===== src/rtl/pipe_reg_file.sv =====
// pipe_reg_file: multi-read-port register file with per-register scoreboard.
// Define REGFILE_BYPASS_EN for same-cycle write-through to the read ports.
`ifndef STAK_ADDRESS
`define STAK_ADDRESS 32'h0000_3FF0
`endif
`ifndef MMIO_ADDRESS
`define MMIO_ADDRESS 32'h0000_8000
`endif

module pipe_reg_file #(
    parameter int DATA_W = 32,
    parameter int ADDR_W = 5,
    parameter int NUM_RD = 2,
    parameter logic [DATA_W-1:0] SP_INIT = DATA_W'(`STAK_ADDRESS),
    parameter logic [DATA_W-1:0] GP_INIT = DATA_W'(`MMIO_ADDRESS)
) (
    input  logic                     clk,
    input  logic                     reset,
    input  logic [NUM_RD*ADDR_W-1:0] rd_addr,
    output logic [NUM_RD*DATA_W-1:0] rd_data,
    output logic [NUM_RD-1:0]        rd_busy,
    input  logic                     wr_en,
    input  logic [ADDR_W-1:0]        wr_addr,
    input  logic [DATA_W-1:0]        wr_data,
    input  logic                     issue_en,
    input  logic [ADDR_W-1:0]        issue_addr,
    input  logic                     flush,
    output logic [2**ADDR_W-1:0]     busy_vec,
    output logic                     any_busy
);
    localparam int NREG = 2**ADDR_W;

    logic [DATA_W-1:0] regs_q [NREG];
    logic [DATA_W-1:0] regs_d [NREG];
    logic [NREG-1:0]   busy_q, busy_d;
    logic              wr_ok;

    assign wr_ok = wr_en && (wr_addr != '0);

    // Issue is applied after writeback clear so a new producer wins; flush beats both.
    always_comb begin
        regs_d = regs_q;
        busy_d = busy_q;
        if (wr_ok) regs_d[wr_addr] = wr_data;
        if (wr_en) busy_d[wr_addr] = 1'b0;
        if (issue_en) busy_d[issue_addr] = 1'b1;
        if (flush) busy_d = '0;
        busy_d[0] = 1'b0;
    end

    always_ff @(posedge clk or negedge reset) begin
        if (!reset) begin
            for (int i = 0; i < NREG; i++) regs_q[i] <= '0;
            regs_q[2] <= SP_INIT;
            regs_q[3] <= GP_INIT;
            busy_q    <= '0;
        end else begin
            regs_q <= regs_d;
            busy_q <= busy_d;
        end
    end

    assign busy_vec = busy_q;
    assign any_busy = |busy_q;

    for (genvar k = 0; k < NUM_RD; k++) begin : g_rd
        logic [ADDR_W-1:0] a;
        assign a = rd_addr[k*ADDR_W +: ADDR_W];
`ifdef REGFILE_BYPASS_EN
        logic hit;
        // Writes are ignored during reset, so the bypass must be too.
        assign hit = reset && wr_ok && (a == wr_addr);
        assign rd_data[k*DATA_W +: DATA_W] = hit ? wr_data : regs_q[a];
        assign rd_busy[k] = !hit && busy_q[a];
`else
        assign rd_data[k*DATA_W +: DATA_W] = regs_q[a];
        assign rd_busy[k] = busy_q[a];
`endif
    end
endmodule


===== config.mk =====
export PLATFORM = sky130hd
export DESIGN_NAME = pipe_reg_file
export DESIGN_NICKNAME = d
export VERILOG_FILES = /design/src/rtl/pipe_reg_file.sv
export SDC_FILE = /design/constraint.sdc
export NUM_CORES = 2
export LEC_CHECK = 0
export CAP_MARGIN = 30
export CORE_UTILIZATION = 62
export CTS_BUF_LIST = sky130_fd_sc_hd__clkbuf_16
export DETAILED_ROUTE_END_ITERATION = 8
export HOLD_SLACK_MARGIN = 0.05
export PLACE_DENSITY_LB_ADDON = 0.15
export SYNTH_ARGS = -nofsm -noshare
export SYNTH_HDL_FRONTEND = slang
export SYNTH_SLANG_ARGS = --single-unit

===== constraint.sdc =====
create_clock -name clk -period 2.5 [get_ports clk]
set_input_delay 0.375 -clock clk [delete_from_list [all_inputs] [get_ports clk]]
set_output_delay 0.375 -clock clk [all_outputs]
set_load 0.01 [all_outputs]

* Yosys cells after proc, flatten, opt, wreduce, memory -nomap -nowiden
Index checks and enable logic that the tools add are counted.
** Storage, ports and cells
- Register bits :: 1055
- Input port bits :: 57
** Operators by class
- Order comparisons :: 10
- Multiplexer cells :: 20
- Bitwise logic cells :: 6
- Reductions and logical operators :: 6
** Operators with widths (count)
- 1024-bit bitwise mux :: 1
- 32-bit binary-select mux with 5-bit select :: 2
- 32-bit 2-to-1 mux :: 8
- 32-bit demux with 5-bit select :: 1
- 32-bit AND :: 1
- 32-bit NOT :: 1
- 32-bit bitwise OR :: 1
- 31-bit OR reduction :: 1
- 5-bit by 6-bit less-than comparator with 1-bit output (second input constant) :: 4
- 6-bit greater-or-equal comparator (second input constant) :: 3
- 5-bit NOT with 6-bit output :: 3
- 1-bit binary-select mux with 5-bit select :: 2
- 1-bit demux with 5-bit select :: 2
- 5-bit by 1-bit greater-or-equal comparator with 1-bit output (second input constant) :: 2
- 6-bit by 1-bit less-than comparator with 1-bit output (second input constant) :: 1
- 5-bit nonzero test :: 1
- 1-bit logical AND :: 4
- 1-bit 2-to-1 mux :: 4

* Longest topological paths before layout
- Depth after elaboration :: 10
- Gate-level depth with buffers :: 7
- Gate-level depth less buffers :: 4

* Worst setup path before layout
No wires, ideal clock.
- Kind :: input -> output
- From :: input rd_addr[6]
- To :: output rd_data[44]
- Data arrival time :: 1.712 ns
- Data required time :: 2.125 ns
- Slack :: 0.413 ns
- Cell stages on the path :: 6
- Buffers on the path :: 3
- Path through :: buf_4 buf_4 buf_4 mux4_2 o22ai_1 nor4_1
** Between the ends
- Longest elaborated chain between the ends :: 4
** Ends and longest elaborated chain
- start: declaration :: RTL line 19 : input logic [NUM_RD*ADDR_W-1:0] rd_addr,
- 5-bit NOT with 6-bit output (not written as such) :: RTL line 76 : assign rd_data[k*DATA_W +: DATA_W] = regs_q[a];
- 32-bit binary-select mux with 5-bit select :: RTL line 76
- 32-bit 2-to-1 mux (not written as such) (2 in series) :: RTL line 76
- end: declaration :: RTL line 20 : output logic [NUM_RD*DATA_W-1:0] rd_data,
No other way between the ends. The select of a mux whose other input is x is not followed.

* Worst setup path after layout
- From :: register busy_q[15], in the netlist busy_vec[15]
- To :: output rd_busy[1]
** Between the ends
- Longest elaborated chain between the ends :: 2
** Ends and longest elaborated chain
- start: declaration :: RTL line 35 : logic [NREG-1:0] busy_q, busy_d;
- start signal: assignment :: RTL line 59 : busy_q <= busy_d;
- 1-bit binary-select mux with 5-bit select :: RTL line 77 : assign rd_busy[k] = busy_q[a];
- 1-bit 2-to-1 mux (not written as such) :: RTL line 77
- end: declaration :: RTL line 21 : output logic [NUM_RD-1:0] rd_busy,
No other way between the ends. The select of a mux whose other input is x is not followed.

==> impl_metrics.ini <==
[floorplan]
rows = 108
die_w_um = 299
die_h_um = 299
dieArea_mm2 = 0.0895
io_pins = 156
start_util_pct = 62.8
core_mm2 = 0.0872

[pwr]
leakage_nw = 29.2
total_power_mw = 52.1
ir_drop_uv = 753
power_density_mw_per_mm2 = 763

[status]
status = complete, but fails checks
violations = setup timing

[final_layout]
syn_to_final_growth_pct = 24.7
layout.nets = 3948
drive_above_1_share_pct = 65.7
final_common_cell = dfrtp_1
layout.cells.non_filler = 5147
final_cell_mix = 1037 x dfrtp_1, 992 x mux2_2, 518 x mux4_2
final_cell_area_mm2 = 0.0683

[sta]
finalMaxSlewViolations = 0
fin_skew_ns = 0
tightestPinTransition_ns = 1.02
worst_slack_ns = -0.226
maxSlewHeadroom_pct = 31.7
setup_viol = 33
timing.hold.ws_ns = 0.159
rsz0062_at_grt = true
finalCritPeriodShare_pct = 109
tns_ns = -2.23
period_needed_ns = 2.73
fmax_ghz = 0.367
hold_viol = 0

[routing]
drc = 0
routed_wl_um = 188000
routedWlPerCell_um = 36.5
vias_per_cell = 7.49
num_vias = 38500
antenna_left = 0
first_pass_iters = 8
drtIter0Drc = 4884

[placement]
dp_hpwl_um = 116000
place_area_mm2 = 0.0611
place_inst = 4884
gp_congestion = 0.933
numPortBuffers = 154

[worst_setup_path]
critical_path_class = register to output port
worstPathMaxFanout = 3
crit_path_end_kind = output port
required_ns = 2.12
start_kind = register
cp_data_arrival_time_ns = 2.35

[global_routing]
grt_overflow_total = 0
busiest_layer = met2
antenna_found_initial = 9
grt_max_degree = 130
grt_pass1_vias = 40700
grt_usage_pct = 42.3
grt_pass1_wl_um = 275000
grt_util_met3_pct = 11.4
grt.met2_usage_pct = 62.9
gr-usage-met1_pct = 56.9

[clocking]
cts_num_sinks = 1055
cts_root_buffer = clkbuf_16
clk_transition_reported_paths_ns = 0.06
htreeDepth = 3
clockBufferDepth = 3
cts_tree = built
clock_latency_ns = 0.70
cts_made_buffers = 111

[synthesis]
synth-edff-count = 0
synth_area_mm2 = 0.0547
synthCells = 3515
avgSynthCellArea_um2 = 15.6
synth-seq-area-share_pct = 48.2
ys_ff_latch = 1055
synth_cell_type_count = 39
synthArstFlopShare_pct = 100
ys.flop_type = dfrtp_1
ys_warn_count = 0
synth_nets = 3572

[min_path]
hold_class = input port to asynchronous set/reset pin

[run]
maxCapViolations = 0
-- area by class of cell --
type / count / area [µm²]
Inverter: 2 / 7.51
Timing Repair Buffer: 666 / 7510
Clock buffer: 113 / 2830
Sequential cell: 1055 / 26400
Multi-Input combinational cell: 2055 / 29100
Fill cell: 4665 / 18900
Tap cell: 1155 / 1450
Antenna cell: 3 / 7.51
Clock inverter: 98 / 886
-- flip-flops by register name, summed over array words and instances (netlist names) --
name / cells
regs_q: 1024
busy_vec: 31
-- metal layers --
| metal | vias to the layer above | share of wire, % |
|---|---|---|
| met4 | 12 | 6.9 |
| met3 | 735 | 11 |
| met2 | 2657 | 46 |
| met1 | 20500 | 36 |
| met5 | - | 0.043 |
| li1 | 14600 | - |
-- cells in the mapped netlist, types with 6 or more instances --
| cell | n | area share, % |
|---|---|---|
| a21oi_1 | 16 | 0.15 |
| a22oi_1 | 15 | 0.21 |
| buf_1 | 11 | 0.075 |
| buf_2 | 89 | 0.81 |
| buf_4 | 89 | 1.2 |
| buf_6 | 19 | 0.39 |
| clkbuf_1 | 195 | 1.3 |
| dfrtp_1 | 1044 | 48 |
| dfstp_2 | 11 | 0.53 |
| mux2_1 | 8 | 0.16 |
| mux2_2 | 992 | 20 |
| mux2i_1 | 10 | 0.18 |
| mux4_2 | 518 | 21 |
| nand2_1 | 30 | 0.21 |
| nand2_2 | 12 | 0.14 |
| nand3_1 | 10 | 0.091 |
| nand3b_1 | 13 | 0.18 |
| nand4_1 | 7 | 0.080 |
| nor2_1 | 32 | 0.22 |
| nor2b_1 | 6 | 0.069 |
| nor4_1 | 71 | 0.81 |
| o21ai_0 | 18 | 0.16 |
| o22ai_1 | 256 | 2.9 |
-- cell families (layout without fill, tap and decap cells) --
family / after synthesis / count (layout) / share of synthesized area (%)
compound gates: 313 / 313 / 3.57
buf+inv: 405 / 879 / 3.85
flops: 1055 / 1055 / 48.2
mux: 1528 / 1528 / 42.1
other cells: 1 / 4 / 0.00685
simple gates: 213 / 213 / 2.26
-- power by group --
part / leakage, nW / total [mW] / switching (mW) / internal (mW)
sequential: 13.5 / 22.8 / 2.49 / 20.3
combinational: 13.8 / 12.4 / 5.18 / 7.19
clock: 1.88 / 17.0 / 7.20 / 9.75
total: 29.2 / 52.1 / 14.9 / 37.2
-- path summary, 6_finish.rpt --
| check | from | to | slack [ns] | cells past startpoint |
|---|---|---|---|---|
| worst max-delay path | busy_vec[15] | rd_busy[1] | -0.23 | 5 |
| worst min-delay path | reset | regs_q[890] | 0.16 | 2 |
| worst max register to register | regs_q[686] | regs_q[686] | 1.45 | 3 |
| worst min register to register | regs_q[1018] | regs_q[1018] | 0.39 | 0 |
| max in group asynchronous | reset | busy_vec[22] | 1.12 | 3 |
| min in group clk | regs_q[1018] | regs_q[1018] | 0.39 | 0 |
-- worst max-delay path: stages (launching register included) --
cell and delay [ns]:
dfrtp_2 0.44, mux4_2 0.55, nor2b_4 0.17, a41oi_2 0.16, nand4_1 0.14, buf_2 0.18
-- through the flow --
stage	setup slack, ns	utilization (%)
after floorplan	0.413	-
after global placement	-1.28	70.2
after detailed placement	-1.33	70.2
after CTS	-0.220	77.6
after global routing	-0.266	78.3
final	-0.226	78.3
-- timing repair --
item / in CTS / in global routing
pin swaps: 121 / 65
hold endpoints to repair: 294 / 0
endpoints found under the setup margin: 67 / 51
gates resized for setup: 702 / 81
hold buffers: 1 / 0
buffers inserted: 85 / 18
cloned: 4 / 2
(Power assumes the default switching activity.)
